**src/rtl/requant_act_pipe.sv**
```systemverilog
// Two-stage requantise + activation pipeline: shift/offset per lane, then clamp with
// ReLU or signed saturation, and a saturating counter of clipped lanes.
module requant_act_pipe #(
  parameter int unsigned CH         = 4,
  parameter int unsigned IN_W       = 14,
  parameter int unsigned OUT_W      = 8,
  parameter int unsigned PRE_SHIFT  = 2,
  parameter int unsigned OFFSET     = 128,
  parameter int unsigned POST_SHIFT = 5,
  parameter int unsigned CNT_W      = 16
) (
  input  logic                  clk,
  input  logic                  rst_n,
  input  logic                  in_valid,
  output logic                  in_ready,
  input  logic [CH*IN_W-1:0]    din,
  input  logic [1:0]            act_mode,
  output logic                  out_valid,
  input  logic                  out_ready,
  output logic [CH*OUT_W-1:0]   dout,
  input  logic                  clr_cnt,
  output logic [CNT_W-1:0]      clip_cnt
);

  localparam int unsigned W2 = IN_W + 2;
  localparam int unsigned NW = $clog2(CH + 1);
  localparam logic signed [W2-1:0] SAT_HI = W2'((1 << (OUT_W - 1)) - 1);
  localparam logic signed [W2-1:0] SAT_LO = -SAT_HI - W2'(1);
  localparam logic signed [W2-1:0] OFF_S  = W2'(OFFSET);

  logic                  s1_valid;
  logic [CH*W2-1:0]      s1_t2;
  logic [1:0]            s1_mode;
  logic                  s2_valid;
  logic [CH*OUT_W-1:0]   s2_data;
  logic [NW-1:0]         s2_nclip;

  logic                  s1_adv, s2_adv;
  logic [CH*W2-1:0]      t2_d;
  logic [CH*OUT_W-1:0]   clamp_d;
  logic [NW-1:0]         nclip_d;
  logic [CNT_W:0]        cnt_sum;

  logic signed [W2-1:0]  ext [CH];
  logic signed [W2-1:0]  sh  [CH];
  logic signed [W2-1:0]  t1  [CH];
  logic signed [W2-1:0]  v   [CH];
  logic signed [W2-1:0]  c   [CH];
  logic signed [W2-1:0]  lo;

  assign s2_adv    = !s2_valid || out_ready;
  assign s1_adv    = !s1_valid || s2_adv;
  assign in_ready  = s1_adv;
  assign out_valid = s2_valid;
  assign dout      = s2_data;

  // Stage 1: widened by two bits so the offset subtraction can never overflow.
  always_comb begin
    t2_d = '0;
    for (int k = 0; k < CH; k++) begin
      ext[k] = W2'($signed(din[k*IN_W +: IN_W]));
      sh[k]  = ext[k] >>> PRE_SHIFT;
      t1[k]  = sh[k] - OFF_S;
      t2_d[k*W2 +: W2] = t1[k] >>> POST_SHIFT;
    end
  end

  // Stage 2: modes 10/11 fall back to ReLU.
  always_comb begin
    clamp_d = '0;
    nclip_d = '0;
    lo      = (s1_mode == 2'b01) ? SAT_LO : '0;
    for (int k = 0; k < CH; k++) begin
      v[k] = $signed(s1_t2[k*W2 +: W2]);
      if (v[k] > SAT_HI)   c[k] = SAT_HI;
      else if (v[k] < lo)  c[k] = lo;
      else                 c[k] = v[k];
      clamp_d[k*OUT_W +: OUT_W] = OUT_W'(c[k]);
      nclip_d = nclip_d + NW'(c[k] != v[k]);
    end
  end

  assign cnt_sum = {1'b0, clip_cnt} + (CNT_W + 1)'(s2_nclip);

  always_ff @(posedge clk or negedge rst_n) begin
    if (!rst_n) begin
      s1_valid <= 1'b0;
      s1_t2    <= '0;
      s1_mode  <= '0;
      s2_valid <= 1'b0;
      s2_data  <= '0;
      s2_nclip <= '0;
      clip_cnt <= '0;
    end else begin
      if (s1_adv) begin
        s1_valid <= in_valid;
        if (in_valid) begin
          s1_t2   <= t2_d;
          s1_mode <= act_mode;
        end
      end
      if (s2_adv) begin
        s2_valid <= s1_valid;
        if (s1_valid) begin
          s2_data  <= clamp_d;
          s2_nclip <= nclip_d;
        end
      end
      if (clr_cnt) begin
        clip_cnt <= '0;
      end else if (s2_valid && out_ready) begin
        clip_cnt <= cnt_sum[CNT_W] ? {CNT_W{1'b1}} : cnt_sum[CNT_W-1:0];
      end
    end
  end

endmodule

```
**config.mk**
```make
export PLATFORM = sky130hd
export DESIGN_NAME = requant_act_pipe
export DESIGN_NICKNAME = d
export VERILOG_FILES = /design/src/rtl/requant_act_pipe.sv
export SDC_FILE = /design/constraint.sdc
export NUM_CORES = 1
export LEC_CHECK = 0
export BUFFER_PORTS_ARGS = -buffer_cell sky130_fd_sc_hd__buf_2
export CAP_MARGIN = 15
export CORE_MARGIN = 3
export CORE_UTILIZATION = 40
export CTS_CLUSTER_SIZE = 14
export DETAILED_ROUTE_END_ITERATION = 7
export PLACE_DENSITY_LB_ADDON = 0.2
export SLEW_MARGIN = 20
export SYNTH_ARGS = -nofsm -noshare
export SYNTH_HDL_FRONTEND = slang
export SYNTH_SLANG_ARGS = --single-unit
```
**constraint.sdc**
```tcl
create_clock -name clk -period 2.8 [get_ports clk]
set_input_delay 0.42 -clock clk [delete_from_list [all_inputs] [get_ports clk]]
set_output_delay 0.42 -clock clk [all_outputs]
set_load 0.05 [all_outputs]
```
==> impl_metrics.json, run 1 <==
{
  "outcome": "complete, no violations",
  "cp.arrival_ns": 2.64,
  "power.sequential.fraction_pct": 45.0,
  "flip_flop_and_latch_count_after_synthesis": 87,
  "worst_r2r_endpoint": "clip_cnt[8]",
  "clockBufferDepth": 2,
  "io_pins": 113,
  "max_slew.worst_pin.slew_ns": 0.6894,
  "layout.nets": 510,
  "final_global_route_overflow_total": 0,
  "drt-wirelength-per-cell_um": 14.35,
  "postSynthNetCount": 424,
  "antenna-diode-count": 0,
  "cts_setup_buffers": 0,
  "routed_wirelength_um": 8166,
  "critical-path-top-delay-family": "simple AND/OR/NAND/NOR gates",
  "fin_total_pwr_mw": 3.459,
  "post-place-ws_ns": 0.4531,
  "p_per_area_nw_per_um2": 743.1,
  "post_cts_resize_count": 0,
  "timing.critical_path.slowest_cell_delay_ns": 0.57,
  "layout.cells.most_common_list": "87 x sky130_fd_sc_hd__dfrtp_1, 83 x sky130_fd_sc_hd__buf_2, 43 x sky130_fd_sc_hd__nand2_1",
  "timing.clock.skew_ns": 0.01443,
  "vias": 2893,
  "critical_path.max_fanout": 5,
  "synthDistinctLibCells": 43,
  "clock_tree_from_tritoncts": "built",
  "max-slew-margin-rel_pct": 53.93,
  "crit-reg2reg-launch": "clip_cnt[0]",
  "syn_to_final_growth_pct": 20.62,
  "fin_crit_ns": 2.363,
  "most_common_library_cell_in_the_layout_ignoring_fill_and_taps": "sky130_fd_sc_hd__dfrtp_1",
  "setup-tns-final_ns": 0,
  "min_period_over_period_pct": 84.41,
  "worst-endpoint-required_ns": 3.08,
  "cts_max_level": 3,
  "clk_latency_ns": 0.35,
  "floorplan.core_area_um2": 9328,
  "path_buf_inv": 1,
  "crit_type": "reg2reg",
  "critPathSlowestCell": "sky130_fd_sc_hd__or4_4",
  "instance_count_after_placement_with_tap_cells_included": 554,
  "min_path_type": "in2async",
  "synth_top_area_share_pct": 56.40,
  "timing.final.max_slew_violations": 0,
  "crit_path_start_kind": "flop",
  "timing.critical_path.to_type": "flop",
  "yosys.area.top_type": "sky130_fd_sc_hd__dfrtp_1",
  "cts_bufs_inserted": 9,
  "drv.max_cap_violation_count": 0,
  "power.net_switching_mw": 1.219,
  "final_report_setup_violation_count": 0,
  "max-vdd-ir-drop_v": 0.0003851,
  "post_route_worst_setup_slack_ns": 0.4366,
  "grt_setup_unrepaired": "no",
  "placed_cell_area_um2": 4437,
  "number_of_sinks_driven_by_the_clock_tree": 87,
  "finish.instance_area_um2": 4656,
  "clock_tree.root_cell": "sky130_fd_sc_hd__clkbuf_8",
  "leakage_nw": 2.263,
  "drt.antenna.violating_nets": 0,
  "synth-seq-area-share_pct": 56.40,
  "yosys_warnings": 0,
  "die_y_um": 104.2,
  "initial_utilization_pct": 41.38,
  "route.detailed.vias_per_inst": 5.084,
  "drive_above_1_share_pct": 27.95,
  "pin_count_of_the_biggest_net_entering_global_routing": 54,
  "cells_after_synthesis": 350,
  "worst_r2r_path_depth": 8,
  "worstPathCellList": "ha_1 > inv_1 > fa_1 > nor2b_1 > o21ai_0 > or4_4 > and4_1 > nor3_2",
  "io_buffers": 84,
  "synth_enable_flop_cells": 0,
  "syn_avg_cell_area_um2": 11.03,
  "synth_top_cells_by_area": "sky130_fd_sc_hd__dfrtp_1 56%, sky130_fd_sc_hd__a22o_1 6.4%, sky130_fd_sc_hd__nand2_1 4.3%, sky130_fd_sc_hd__mux2_2 3.8%, sky130_fd_sc_hd__o21ai_0 3.8%",
  "final.fill_count": 872,
  "dr_iter_0_viols": 87,
  "number_of_remaining_drc_errors": 0,
  "synthArstFlopShare_pct": 100.0,
  "post_synth_instance_area_um2": 3860,
  "grt_first_pass_wirelength_um": 13960,
  "drt_pre_antenna_iters": 4,
  "finalWeightedCongestion": 0.7951,
  "report.final.hold_viol_count": 0,
  "die_area_um2": 10860,
  "timing.reg2reg.setup_slack_ns": 0.44,
  "clock_power_share_pct": 28.0,
  "first_global_vias": 2789,
  "grt_antenna_before_repair": 0,
  "power.combinational.fraction_pct": 27.0,
  "synth_flop_cell": "sky130_fd_sc_hd__dfrtp_1",
  "fmax_mhz": 423.1,
  "rows": 35,
  "path_clk_slew_ns": 0.09,
  "swShare_pct": 35.25,
  "fp.dieW_um": 104.2,
  "layoutNonFillerInstCount": 569,
  "cell_internal_pwr_mw": 2.240,
  "dp_hpwl_um": 5799,
  "postCtsHoldBufs": 0,
  "gr-usage-all-layers_pct": 15.86
}
==> cells in the mapped netlist, types with 2 or more instances <==
cell type	n
sky130_fd_sc_hd__dfrtp_1	87
sky130_fd_sc_hd__nand2_1	44
sky130_fd_sc_hd__o21ai_0	29
sky130_fd_sc_hd__a22o_1	28
sky130_fd_sc_hd__nor2_1	20
sky130_fd_sc_hd__inv_1	16
sky130_fd_sc_hd__mux2_2	13
sky130_fd_sc_hd__nor3_1	13
sky130_fd_sc_hd__clkbuf_1	12
sky130_fd_sc_hd__ha_1	9
sky130_fd_sc_hd__xnor2_1	9
sky130_fd_sc_hd__and2_1	6
sky130_fd_sc_hd__a31oi_1	5
sky130_fd_sc_hd__nor3b_1	5
sky130_fd_sc_hd__nor4_1	5
sky130_fd_sc_hd__a21oi_1	4
sky130_fd_sc_hd__nand2b_1	4
sky130_fd_sc_hd__a211oi_1	3
sky130_fd_sc_hd__and4_1	3
sky130_fd_sc_hd__nand3_1	3
sky130_fd_sc_hd__nor4b_1	3
sky130_fd_sc_hd__o31a_1	3
sky130_fd_sc_hd__a21o_1	2
sky130_fd_sc_hd__a311oi_1	2
sky130_fd_sc_hd__and3_1	2
sky130_fd_sc_hd__fa_1	2
sky130_fd_sc_hd__nor2b_1	2
==> how the worst max path moves through the flow <==
stage                 from           end  slack [ns]  depth (start not counted)
6_report       clip_cnt[0]   clip_cnt[8]        0.44                          8
5_1_grt        clip_cnt[0]  clip_cnt[11]        0.26                          8
4_1_cts        clip_cnt[0]   clip_cnt[8]        0.45                          8
3_5_place_dp   clip_cnt[0]   clip_cnt[8]        0.45                          8
3_3_place_gp   clip_cnt[0]  clip_cnt[11]        0.50                          8
2_1_floorplan  clip_cnt[0]  clip_cnt[11]        0.24                          8
==> worst reg2reg max path: stages, from the launching register on <==
cell	delay, ns
sky130_fd_sc_hd__dfrtp_1	0.38
sky130_fd_sc_hd__ha_1	0.18
sky130_fd_sc_hd__inv_1	0.06
sky130_fd_sc_hd__fa_1	0.40
sky130_fd_sc_hd__nor2b_1	0.21
sky130_fd_sc_hd__o21ai_0	0.19
sky130_fd_sc_hd__or4_4	0.57
sky130_fd_sc_hd__and4_1	0.23
sky130_fd_sc_hd__nor3_2	0.09
==> layer usage <==
layer	track usage, %	vias up	wire [um]	share of wire [%]
met2	24.09	71	3747	46
met1	21.77	1389	3782	46
met3	4.407	13	483	5.9
met5	0	-	0	0
li1	-	1420	-	-
met4	5.793	0	152	1.9
==> cell families (layout without fill, tap and decap cells) <==
logic type | count (synthesis) | count (layout) | share of synthesized area [%]
mux | 14 | 14 | 4.052
fa+ha+maj | 11 | 11 | 3.955
xor+xnor | 10 | 10 | 2.269
compound gates | 82 | 82 | 14.91
buf+inv | 31 | 121 | 3.306
flops | 87 | 87 | 56.40
simple gates | 115 | 115 | 15.11
==> stage by stage <==
step / util (%) / hold WS (ns)
after global routing: 49.91 / 0.1376
after detailed placement: 47.57 / 0.4694
final: 49.91 / 0.09438
after global placement: 47.57 / 0.4613
after floorplan: - / 0.1244
after CTS: 49.91 / 0.1170
==> cell type report <==
type	count	area [um^2]	share of cell area [%]
Clock inverter	6	95.09	2.042
Clock buffer	9	123.9	2.661
Inverter	16	60.06	1.290
Timing Repair Buffer	90	480.5	10.32
Multi-Input combinational cell	232	1558	33.46
Tap cell	129	161.4	3.467
Sequential cell	87	2177	46.76
==> power groups by stage <==
stage	clock network (mW)	logic (mW)	registers (mW)
2_1_floorplan	0	0.320	1.93
3_3_place_gp	0	0.935	1.58
3_5_place_dp	0	0.947	1.58
4_1_cts	0.997	0.952	1.56
5_1_grt	1.05	1.02	1.59
6_report	0.969	0.934	1.56
==> registers in the layout (all words and copies together), names as in the netlist <==
register / count
dout: 32
out_valid: 1
s2_nclip: 3
clip_cnt: 16
s1_t2: 32
s1_valid: 1
s1_mode: 2
No activity file was read; power rests on OpenSTA's default activity.
==> run 2, diff against run 1 <==
Settings changed: ABC_AREA set to 1.
Clock period 2.8 ns to 2 ns, I/O delays scaled along.
==> run 2 against run 1 <==
Cell count grew 29%; global-route usage rose by 1.0 points; clock skew down 0.0064 ns; setup slack worse by 0.34 ns; worst hold slack better by 0.068 ns; flip-flop and latch count unchanged; fmax increased by 24%; core utilization up 0.33 points; wire length grew 14%; clock power rose by 20%; highest routed layer unchanged.
==> impl_metrics.json, run 2 <==
{
  "most_common_library_cell_in_the_layout_ignoring_fill_and_taps": "sky130_fd_sc_hd__nand2_1",
  "path_clk_slew_ns": 0.08,
  "max_slew.worst_pin.slew_ns": 0.4211,
  "gr-usage-all-layers_pct": 16.90,
  "synth_compound_gate_area_share_pct": 11.08,
  "post-route-util_pct": 50.24,
  "setup-tns-final_ns": 0,
  "die_y_um": 107.1,
  "netlist_top_cells_count": "160 x sky130_fd_sc_hd__nand2_1, 87 x sky130_fd_sc_hd__dfrtp_1, 74 x sky130_fd_sc_hd__o21ai_0, 65 x sky130_fd_sc_hd__inv_1, 32 x sky130_fd_sc_hd__nor2_1",
  "timing.clock.skew_ns": 0.008061,
  "synth_flop_cell": "sky130_fd_sc_hd__dfrtp_1",
  "post_synth_instance_area_um2": 4089,
  "mux_contribution_to_synthesized_area_pct": 0,
  "final_global_route_overflow_total": 0,
  "finalWeightedCongestion": 0.8190,
  "yosys.area.top_type": "sky130_fd_sc_hd__dfrtp_1",
  "fmax_mhz": 524.9,
  "crit_path_start_kind": "flop",
  "synth_enable_flop_cells": 0,
  "worst_r2r_endpoint": "s2_nclip[1]",
  "max-vdd-ir-drop_v": 0.0006343,
  "drt.antenna.violating_nets": 0,
  "min_path_type": "in2reg",
  "clockBufferDepth": 2,
  "die_area_um2": 11470,
  "min_period_over_period_pct": 95.26,
  "critical_path.max_fanout": 7,
  "worstSetupStartpoint": "s1_mode[1]",
  "grt_setup_unrepaired": "no",
  "clock_tree_from_tritoncts": "built",
  "cp.arrival_ns": 2.13,
  "postSynthNetCount": 571,
  "floorplan.core_area_um2": 9864,
  "cts_max_level": 3,
  "placed_cell_area_um2": 4743,
  "flip_flop_and_latch_count_after_synthesis": 87,
  "number_of_remaining_drc_errors": 0,
  "crit_type": "reg2reg",
  "grt_antenna_before_repair": 0,
  "grt_first_pass_wirelength_um": 15380,
  "antenna-diode-count": 0,
  "final_report_setup_violation_count": 0,
  "synthDistinctLibCells": 29,
  "yosys_warnings": 0,
  "synth_top_cells_by_area": "sky130_fd_sc_hd__dfrtp_1 53%, sky130_fd_sc_hd__nand2_1 15%, sky130_fd_sc_hd__o21ai_0 9.1%, sky130_fd_sc_hd__inv_1 6.0%, sky130_fd_sc_hd__nor2_1 2.9%",
  "io_pins": 113,
  "cells_after_synthesis": 497,
  "number_of_sinks_driven_by_the_clock_tree": 87,
  "dr_iter_0_viols": 224,
  "layout.nets": 671,
  "yosysMostFrequentCell": "sky130_fd_sc_hd__nand2_1",
  "drive_above_1_share_pct": 21.46,
  "drt_pre_antenna_iters": 4,
  "dp_hpwl_um": 6889,
  "worst_r2r_path_depth": 8,
  "report.final.hold_viol_count": 0,
  "worst-endpoint-required_ns": 2.23,
  "synth_top_area_share_pct": 53.24,
  "drv.max_cap_violation_count": 0,
  "routed_wirelength_um": 9296,
  "fin_crit_ns": 1.905,
  "p_per_area_nw_per_um2": 1028,
  "finish.instance_area_um2": 4956,
  "first_global_vias": 3243,
  "leakage_nw": 2.631,
  "pin_count_of_the_biggest_net_entering_global_routing": 43,
  "clock_tree.root_cell": "sky130_fd_sc_hd__clkbuf_8",
  "worstPathCellList": "nor2_1 > buf_6 > nor2_1 > fa_1 > ha_1 > ha_1 > nand2_1 > o21ai_0",
  "combinational_family_with_the_most_area_after_synthesis": "simple AND/OR/NAND/NOR gates",
  "route.detailed.vias_per_inst": 4.766,
  "max-slew-margin-rel_pct": 71.92,
  "critPathCapture": "s2_nclip[1]",
  "timing.final.max_slew_violations": 0,
  "drt-wirelength-per-cell_um": 12.66,
  "rows": 36,
  "synthArstFlopShare_pct": 100.0,
  "layout.cells.most_common_list": "160 x sky130_fd_sc_hd__nand2_1, 85 x sky130_fd_sc_hd__dfrtp_1, 83 x sky130_fd_sc_hd__buf_2",
  "yosys.area_share.adder_pct": 3.733,
  "synth-seq-area-share_pct": 53.24,
  "hold_ws_ns": 0.1623,
  "outcome": "complete, no violations",
  "timing.critical_path.to_type": "flop",
  "critPathSlowestCell": "sky130_fd_sc_hd__fa_1",
  "yosys.area_share.xor_xnor_pct": 2.142,
  "timing.reg2reg.setup_slack_ns": 0.09,
  "io_buffers": 84,
  "initial_utilization_pct": 41.45,
  "final.fill_count": 981,
  "fp.dieW_um": 107.1,
  "syn_to_final_growth_pct": 21.21,
  "clk_latency_ns": 0.35,
  "syn_avg_cell_area_um2": 8.227,
  "synth-simple-area-share_pct": 22.09,
  "vias": 3498,
  "timing.critical_path.slowest_cell_delay_ns": 0.48,
  "cts_bufs_inserted": 9,
  "crit-reg2reg-launch": "s1_mode[1]"
}
==> run 2: worst min path at each step <==
stage	startpoint	end	slack, ns	depth (start not counted)
after floorplan	rst_n	clip_cnt[0]	0.004	0
final	din[51]	s1_t2[50]	0.16	2
after detailed placement	rst_n	dout[25]	0.26	1
after CTS	act_mode[1]	s1_mode[1]	0.14	3
after global placement	rst_n	dout[24]	0.26	1
after global routing	act_mode[1]	s1_mode[1]	0.15	3
==> run 2: timing repair <==
action                     4_1_cts  5_1_grt
hold endpoints to repair        30        0
hold buffers                     1        0
setup buffers                    0        2
gates resized for setup          0        3
setup endpoints to repair        0       13
==> run 2: report_power, final <==
part	internal, mW	switching, mW	total (mW)
Sequential	2.09	0.187	2.27
Clock	0.568	0.595	1.16
Combinational	0.422	1.24	1.66
Total	3.08	2.02	5.09
==> run 2: critical path, delay by kind of cell (launching register included) <==
kind	cells	cell delay (ns)
AO/OA/AOI/OAI	1	0.07
adder cells (fa/ha/maj)	3	0.96
AND/OR/NAND/NOR	3	0.25
buffers and inverters	1	0.13
flip-flops	1	0.38
==> run 2: layout make-up <==
class	instances	area (um^2)	share of cell area (%)
flip-flops and latches	87	2180	43.98
repair buffers	102	576.8	11.64
multi-input cells	331	1607	32.42
well taps	133	166.4	3.358
inverters	66	247.7	4.999
clock buffers	11	131.4	2.651
clock inverters	4	47.55	0.9594
==> run 2: per-stage QoR <==
step / setup WS [ns] / total power [mW] / instances
2_1_floorplan: 0.04523 / 3.455 / 497
6_report: 0.09472 / 5.094 / 734
3_3_place_gp: 0.1074 / 3.929 / 716
3_5_place_dp: 0.04909 / 3.976 / 716
4_1_cts: 0.04832 / 5.150 / 732
5_1_grt: 0.0002294 / 5.404 / 734
==> run 2: metal layers <==
| metal | GRT usage [%] | routed length, um |
|---|---|---|
| met1 | 22.74 | 4229 |
| met2 | 27.17 | 4475 |
| met3 | 3.131 | 487 |
| met4 | 6.393 | 103 |
| met5 | 0 | 0 |
==> run 2: cells by family (layout without fill, tap and decap cells) <==
logic type / after synthesis / count (layout)
buffers and inverters: 79 / 183
AOI/OAI and AO/OA: 86 / 86
xor gates and xnor gates: 10 / 10
adders and majority gates: 11 / 11
and+or+nand+nor: 224 / 224
DFF: 87 / 87
==> run 3, diff against run 2 <==
Settings changed: BUFFER_PORTS_ARGS -buffer_cell sky130_fd_sc_hd__buf_2 to -buffer_cell sky130_fd_sc_hd__buf_4.
==> run 3 against run 2 <==
Count of clock-buffer cells in the layout increased by 3; first-iteration DRC count shrank 25%; combinational power grew 7%; largest power group unchanged; largest cell class unchanged; flip-flop and latch count is the same; highest routed layer unchanged; wire length is 1.8% lower; register-to-register slack gained 0.03 ns; power up 5.0%.
==> impl_metrics.json, run 3 (synthesized netlist as in run 2, its figures left out) <==
{
  "route.detailed.vias_per_inst": 4.740,
  "drt.antenna.violating_nets": 0,
  "drive_above_1_share_pct": 21.54,
  "die_area_um2": 11470,
  "placed_cell_area_um2": 4943,
  "clk_latency_ns": 0.35,
  "grt_setup_unrepaired": "no",
  "cp.arrival_ns": 2.11,
  "cts_bufs_inserted": 9,
  "final_global_route_overflow_total": 0,
  "cts_max_level": 3,
  "number_of_remaining_drc_errors": 0,
  "worst-endpoint-required_ns": 2.23,
  "drt-wirelength-per-cell_um": 12.48,
  "outcome": "complete, no violations",
  "cts_setup_buffers": 0,
  "post-place-ws_ns": -0.01235,
  "post-route-util_pct": 52.55,
  "max-vdd-ir-drop_v": 0.0004391,
  "routed_wirelength_um": 9133,
  "finish.instance_area_um2": 5184,
  "finalWeightedCongestion": 0.8335,
  "grt_first_pass_wirelength_um": 15390,
  "clockBufferDepth": 2,
  "critical_path.max_fanout": 6,
  "io_buffers": 84,
  "antenna-diode-count": 0,
  "timing.clock.skew_ns": 0.009810,
  "clock_tree_from_tritoncts": "built",
  "dr_iter_0_viols": 167,
  "clock_tree.root_cell": "sky130_fd_sc_hd__clkbuf_8",
  "io_pins": 113,
  "multi_input_area_um2": 1622,
  "instance_count_after_placement_with_tap_cells_included": 715,
  "timing.final.max_slew_violations": 0,
  "leakage_nw": 2.667,
  "max-slew-margin-rel_pct": 59.36,
  "fp.dieW_um": 107.1,
  "layout.cells.most_common_list": "159 x sky130_fd_sc_hd__nand2_1, 97 x sky130_fd_sc_hd__buf_4, 85 x sky130_fd_sc_hd__dfrtp_1",
  "min_period_over_period_pct": 94.00,
  "timing.critical_path.to_type": "flop",
  "initial_utilization_pct": 41.45,
  "layout.nets": 668,
  "floorplan.core_area_um2": 9864,
  "die_y_um": 107.1,
  "dp_hpwl_um": 6751,
  "grt_antenna_before_repair": 0,
  "pin_count_of_the_biggest_net_entering_global_routing": 48,
  "seq_area_um2": 2180,
  "number_of_sinks_driven_by_the_clock_tree": 87,
  "report.final.hold_viol_count": 0,
  "crit_path_start_kind": "flop",
  "final.fill_count": 946,
  "first_global_vias": 3306,
  "gr-usage-all-layers_pct": 16.90,
  "final_report_setup_violation_count": 0,
  "path_clk_slew_ns": 0.09,
  "post_route_worst_setup_slack_ns": 0.1200,
  "crit_type": "reg2reg",
  "layoutNonFillerInstCount": 732,
  "min_path_type": "in2reg",
  "max_slew.worst_pin.slew_ns": 0.6096,
  "vias": 3470,
  "drt_pre_antenna_iters": 5,
  "drv.max_cap_violation_count": 0,
  "fmax_mhz": 531.9,
  "syn_to_final_growth_pct": 26.77,
  "rows": 36,
  "p_per_area_nw_per_um2": 1032,
  "most_common_library_cell_in_the_layout_ignoring_fill_and_taps": "sky130_fd_sc_hd__nand2_1",
  "fin_crit_ns": 1.880
}
[run 3: cell count changes in the layout (fill, tap and decap cells not counted), sizes merged]
cell | before | now
buf | 101 | 98
clkinv | 2 | 0
clkbuf | 11 | 14
[run 3: repair_timing]
action,CTS,global route
hold endpoints to repair,46,0
setup endpoints to repair,1,9
resized for setup,1,4
hold buffers,1,0
[run 3: path summary, 6_finish.rpt]
path | start | to | slack [ns] | cells past startpoint
min in group asynchronous | rst_n | clip_cnt[4] | 0.50 | 2
max in group asynchronous | rst_n | s1_t2[37] | 0.86 | 3
worst min register to register | s1_t2[50] | s1_t2[50] | 0.49 | 2
worst min-delay path | din[23] | s1_t2[18] | 0.15 | 2
worst max-delay path | s1_mode[1] | s2_nclip[1] | 0.12 | 7
worst max register to register | s1_mode[1] | s2_nclip[1] | 0.12 | 7
[run 3: power by group]
part / leakage (nW) / switching, mW / internal (mW)
combinational: 1.46 / 1.23 / 0.544
clock: 0.103 / 0.610 / 0.683
sequential: 1.11 / 0.193 / 2.09
[run 3: layout make-up]
| type | count | area share, % |
|---|---|---|
| clock buffer | 14 | 3.331 |
| clock inverter | 2 | 0.7241 |
| inverter | 66 | 4.779 |
| multi-input combinational | 331 | 31.28 |
| sequential | 87 | 42.05 |
| tap | 133 | 3.210 |
| timing repair buffer | 99 | 14.63 |
[run 3: worst max-delay path, stage by stage, from the launching register on]
cell and delay [ns]:
sky130_fd_sc_hd__dfrtp_1 0.39, sky130_fd_sc_hd__nor2_2 0.21, sky130_fd_sc_hd__nor2_1 0.09, sky130_fd_sc_hd__fa_1 0.48
sky130_fd_sc_hd__ha_1 0.21, sky130_fd_sc_hd__ha_1 0.26, sky130_fd_sc_hd__nand2_1 0.06, sky130_fd_sc_hd__o21ai_0 0.08
[run 3: per-stage QoR]
stage | setup TNS [ns] | hold WS, ns | total power [mW]
4_1_cts | 0 | 0.1317 | 5.410
3_5_place_dp | -0.01235 | 0.3617 | 4.113
2_1_floorplan | 0 | 0.004409 | 3.455
3_3_place_gp | 0 | 0.3586 | 4.075
5_1_grt | 0 | 0.1388 | 5.667
6_report | 0 | 0.1506 | 5.350
[run 3: layer usage]
layer	up-vias	track usage (%)	part of all wire, %
li1	1752	-	-
met1	1640	22.58	46
met2	66	27.35	47
met3	12	3.371	4.9
met4	0	6.027	1.5
met5	-	0	0
